$ cat src/rtl/vend_change_pkg.sv
// Shared definitions for the parametrised coin acceptor: coin codes, unit values, FSM states.
package vend_change_pkg;

  // Coin codes as sampled from the coin mechanism
  localparam logic [1:0] COIN_NONE    = 2'b00;
  localparam logic [1:0] COIN_NICKEL  = 2'b01;
  localparam logic [1:0] COIN_DIME    = 2'b10;
  localparam logic [1:0] COIN_QUARTER = 2'b11;

  // Coin values in nickel units
  localparam int unsigned UNIT_NICKEL  = 1;
  localparam int unsigned UNIT_DIME    = 2;
  localparam int unsigned UNIT_QUARTER = 5;

  // Controller states
  typedef enum logic [1:0] {
    ST_ACCUM  = 2'b00,
    ST_VEND   = 2'b01,
    ST_CHANGE = 2'b10
  } state_e;

endpackage

$ cat src/rtl/vend_change.sv
// Coin acceptor with programmable price: accumulates credit, vends, then pays change
// largest coin first, one coin per cycle. Rejects coins it cannot take.
module vend_change
  import vend_change_pkg::*;
#(
  parameter int unsigned PRICE    = 3,
  parameter int unsigned CREDIT_W = 4
) (
  input  logic                clock,
  input  logic                reset,
  input  logic [1:0]          coin,
  input  logic                cancel,
  input  logic                sold_out,
  output logic                dispense,
  output logic                change_dime,
  output logic                change_nickel,
  output logic                coin_reject,
  output logic [CREDIT_W-1:0] credit,
  output logic                busy
);

  localparam int unsigned SUM_W = CREDIT_W + 1;

  // The price range keeps credit + largest coin inside the credit register
  if (PRICE < 1 || PRICE > (2 ** CREDIT_W) - 5) begin : g_bad_price
    $error("vend_change: PRICE %0d outside 1..%0d", PRICE, (2 ** CREDIT_W) - 5);
  end

  state_e              state_q;
  logic [CREDIT_W-1:0] credit_q;
  logic                reject_q;
  logic [SUM_W-1:0]    sum_d;
  logic                coin_vld;

  // Coin code to value in nickel units
  function automatic logic [2:0] coin_value(input logic [1:0] c);
    case (c)
      COIN_NICKEL:  return 3'(UNIT_NICKEL);
      COIN_DIME:    return 3'(UNIT_DIME);
      COIN_QUARTER: return 3'(UNIT_QUARTER);
      default:      return 3'd0;
    endcase
  endfunction

  // Credit plus the sampled coin, one bit wider than the credit register
  always_comb begin
    coin_vld = (coin != COIN_NONE);
    sum_d    = {1'b0, credit_q} + SUM_W'(coin_value(coin));
  end

  // Controller: state, credit and the registered reject pulse
  always_ff @(posedge clock) begin
    if (reset) begin
      state_q  <= ST_ACCUM;
      credit_q <= '0;
      reject_q <= 1'b0;
    end else begin
      reject_q <= 1'b0;
      case (state_q)
        ST_ACCUM: begin
          if (cancel) begin
            reject_q <= coin_vld;
            if (credit_q != '0) state_q <= ST_CHANGE;
          end else if (coin_vld && sold_out) begin
            reject_q <= 1'b1;
          end else if (coin_vld) begin
            if (sum_d >= SUM_W'(PRICE)) begin
              state_q  <= ST_VEND;
              credit_q <= CREDIT_W'(sum_d - SUM_W'(PRICE));
            end else begin
              credit_q <= CREDIT_W'(sum_d);
            end
          end
        end
        ST_VEND: begin
          reject_q <= coin_vld;
          state_q  <= (credit_q != '0) ? ST_CHANGE : ST_ACCUM;
        end
        ST_CHANGE: begin
          reject_q <= coin_vld;
          if (credit_q >= CREDIT_W'(2)) begin
            credit_q <= credit_q - CREDIT_W'(2);
            if (credit_q == CREDIT_W'(2)) state_q <= ST_ACCUM;
          end else begin
            credit_q <= '0;
            state_q  <= ST_ACCUM;
          end
        end
        default: begin
          state_q  <= ST_ACCUM;
          credit_q <= '0;
        end
      endcase
    end
  end

  // Moore decodes of the state and credit registers
  always_comb begin
    dispense      = (state_q == ST_VEND);
    change_dime   = (state_q == ST_CHANGE) && (credit_q >= CREDIT_W'(2));
    change_nickel = (state_q == ST_CHANGE) && (credit_q == CREDIT_W'(1));
    busy          = (state_q != ST_ACCUM);
    credit        = credit_q;
    coin_reject   = reject_q;
  end

endmodule

$ cat config.mk
export PLATFORM = sky130hd
export DESIGN_NAME = vend_change
export DESIGN_NICKNAME = d
export VERILOG_FILES = /design/src/rtl/vend_change_pkg.sv /design/src/rtl/vend_change.sv
export SDC_FILE = /design/constraint.sdc
export NUM_CORES = 1
export LEC_CHECK = 0
export ABC_AREA = 1
export CORE_MARGIN = 3
export CORE_UTILIZATION = 45
export CTS_CLUSTER_SIZE = 20
export DETAILED_ROUTE_END_ITERATION = 7
export PLACE_DENSITY = 0.74
export SLEW_MARGIN = 20
export SYNTH_ARGS = -nofsm -noshare
export SYNTH_HDL_FRONTEND = slang
export SYNTH_SLANG_ARGS = --single-unit
$ cat constraint.sdc
create_clock -name clock -period 2.35 [get_ports clock]
set_input_delay 0.705 -clock clock [delete_from_list [all_inputs] [get_ports clock]]
set_output_delay 0.705 -clock clock [all_outputs]
set_load 0.02 [all_outputs]
==> summary.md <==
| Metric | Value |
|---|---|
| Final std cells w/o fill | 162 |
| RSZ-0062 raised after global routing | true |
| Yosys warning total | 0 |
| GPL Wtd Cong | 0.8410 |
| Post-synthesis area per instance | 6.640 µm² |
| #FFs+latches synth | 7 |
| Count of input and output buffers | 14 |
| Critical Path RT | 2.52 ns |
| Clock Skew | 0.003214 ns |
| Die area | 2210 µm² |
| WL final | 1.946 mm |
| Dpl cells | 154 |
| Synth area leaders | dfxtp_1 (19%), ha_1 (15%), nand2_1 (12%) |
| Synth Flop Type | dfxtp_1 |
| Via density per instance | 5.210 |
| Tot GR Track Use | 19.24% |
| Compound-cell area share of the yosys netlist | 8.760% |
| Fmax | 0.4306 GHz |
| Routed Antenna Nets | 0 |
| Number of I/O pins | 15 |
| Commonest cells post-synth | nand2_1 (24), inv_1 (20), nand3_1 (10) |
| Overflow after GRT | 0 |
| Via count | 844 |
| CTS Buf Count | 3 |
| Cells after synthesis | 114 |
| Final HPWL DP | 1.466 mm |
| CTS H-tree depth | 1 |
| Clock insertion delay at the later pin of the skew report | 0.24 ns |
| Worst Hold Class | reg -> reg |
| Slew headroom | 66.35% |
| Crit path max fanout | 4 |
| Post-synthesis mux area share | 0% |
| Post-Synth XOR/XNOR Area | 2.314% |
| Fin. Hold Viols | 0 |
| Clock Tree Buf Depth | 2 |
| Final-report setup violation count | 0 |
| FF-to-FF path depth | 14 |
| Worst-Margin Slew | 0.5004 ns |
| Hold depth | 2 |
| Core area | 1541 µm² |
| TritonCTS clock tree | done |
| Max VDD drop | 0.0008923 V |
| Final Util | 71.67% |
| Largest net degree at the start of global routing | 9 |
| Crit end category | flip-flop |
| PwrDens | 1469 nW/µm² |
| Seq/Total Area, Yosys | 18.51% |
| Main combinational cell family by area after synthesis | simple AND/OR/NAND/NOR gates |
| Initial core utilization | 49.11% |
| Most frequent cell after synthesis | nand2_1 |
| Netlist cell types | 24 |
| Wirelength per Cell | 12.01 µm |
| Slew Viols, Final | 0 |
| Worst Path Arrival | 2.49 ns |
| Post-layout min period | 2.322 ns |
| Period utilization | 98.82% |
| Leak | 0.5799 nW |
| Vias in the first global route | 747 |
| Synth Area in Simple Gates | 40.00% |
| Critical Path Start Type | input port |
| Layout cells sized above 1 | 30.82% |
| Initial antenna violation count | 0 |
| # nets final | 163 |
| Synth Net Count | 130 |
| Asr flop ratio synth | 0% |
| First-pass GRT wire length | 3.132 mm |
| Adder-Cell Fraction of Synth Area | 17.52% |
| Post-cts hold buffer count | 0 |
| Fillers | 121 |
| Die Y | 47.02 µm |
| Setup CP Type | in -> reg |
| Yosys top cell by area | dfxtp_1 |
| Initial detailed-routing violation count | 19 |
| Number of synthesized flops with an enable pin | 0 |
| Layout area overhead | 45.95% |
| Die span in x | 47.02 µm |
| Post-synth top area share | 18.51% |
| Total of max-cap violations | 0 |
| CTS root buffer | clkbuf_4 |
| Ant diodes | 0 |
| Floorplan row count | 14 |
| First drt pass iteration count | 4 |
| Post-synthesis cell area | 757.0 µm² |
| Remaining DRCs | 0 |
| Outcome | finished clean |
| Register clock-pin slew on the reported worst setup and hold paths | 0.05 ns |
| CTS sink count | 7 |
-- power breakdown --
group	leakage [nW]	internal, mW	switching, mW
sequential	0.0572	0.168	0.0461
clock	0.0150	0.0645	0.0394
combinational	0.508	0.590	0.715
total	0.580	0.822	0.801
-- area by class of cell --
| type | instances | area (µm²) | share of cell area, % |
|---|---|---|---|
| Inverter | 22 | 85.08 | 7.701 |
| Sequential cell | 7 | 140.1 | 12.68 |
| Multi-Input combinational cell | 83 | 566.8 | 51.30 |
| Tap cell | 16 | 20.02 | 1.812 |
| Timing Repair Buffer | 30 | 266.5 | 24.12 |
| Clock buffer | 4 | 26.28 | 2.378 |
-- flip-flops by register name, summed over array words and instances, names as in the netlist --
register     flops
state_q          2
coin_reject      1
credit           4
-- path summary, 6_finish.rpt --
| path | start | end | slack, ns |
|---|---|---|---|
| max | coin[0] | credit[1] | 0.03 |
| min | state_q[1] | state_q[1] | 0.50 |
| max reg2reg | credit[0] | credit[1] | 0.17 |
| min reg2reg | state_q[1] | state_q[1] | 0.50 |
-- placed cells by master (no fill, tap or decap), drive strengths merged --
master,instances
nand4,3
clkbuf,4
or2,1
dlymetal6s2s,1
o31ai,1
dfxtp,7
ha,9
fa,1
dlygate4sd2,2
clkdlybuf4s50,9
a2111oi,1
o21ai,3
xor2,1
xnor2,1
buf,18
nand2,32
a21oi,7
inv,22
nand3,13
nor2,10
-- worst max-delay path: stages --
cell	delay, ns
buf_8	0.11
nor2_4	0.12
inv_2	0.05
fa_1	0.55
inv_2	0.07
ha_4	0.17
inv_4	0.06
nand3_4	0.07
nor2_4	0.15
nand2_4	0.08
nand2_2	0.07
nand3_2	0.05
nand2_1	0.07
nand2_1	0.05
a21oi_1	0.12
-- per-stage QoR --
| step | hold slack, ns | instance area, µm² | total power, mW | setup TNS, ns | setup WS, ns |
|---|---|---|---|---|---|
| after detailed placement | 0.5001 | 997.2 | 1.350 | -3.962 | -0.7194 |
| final | 0.5030 | 1105 | 1.623 | 0 | 0.02762 |
| after global placement | 0.4949 | 997.2 | 1.310 | -3.460 | -0.6124 |
| after floorplan | 0.4659 | 762.0 | 0.9878 | -0.1913 | -0.05545 |
| after global routing | 0.5356 | 1105 | 1.804 | -0.2909 | -0.09347 |
| after CTS | 0.5077 | 1051 | 1.532 | 0 | 0.005465 |
-- kinds of logic after synthesis --
| kind of cell | after synthesis |
|---|---|
| AND/OR/NAND/NOR | 59 |
| buffers and inverters | 24 |
| flip-flops | 7 |
| adder cells (fa/ha/maj) | 10 |
| AO/OA/AOI/OAI | 12 |
| XOR/XNOR | 2 |
-- per-layer routing --
metal | GRT usage, % | wire length (µm) | vias to the layer above
li1 | - | - | 424
met1 | 24.43 | 817 | 391
met2 | 34.96 | 1017 | 27
met3 | 4.598 | 103 | 2
met4 | 0 | 7 | 0
met5 | 0 | 0 | -
-- what timing repair did --
item | in CTS | in global routing
resized for setup | 16 | 10
setup endpoints to repair | 8 | 6
gates cloned | 0 | 0
setup buffers | 2 | 2
pin swaps | 6 | 12
No activity file was read; power rests on OpenSTA's default activity.
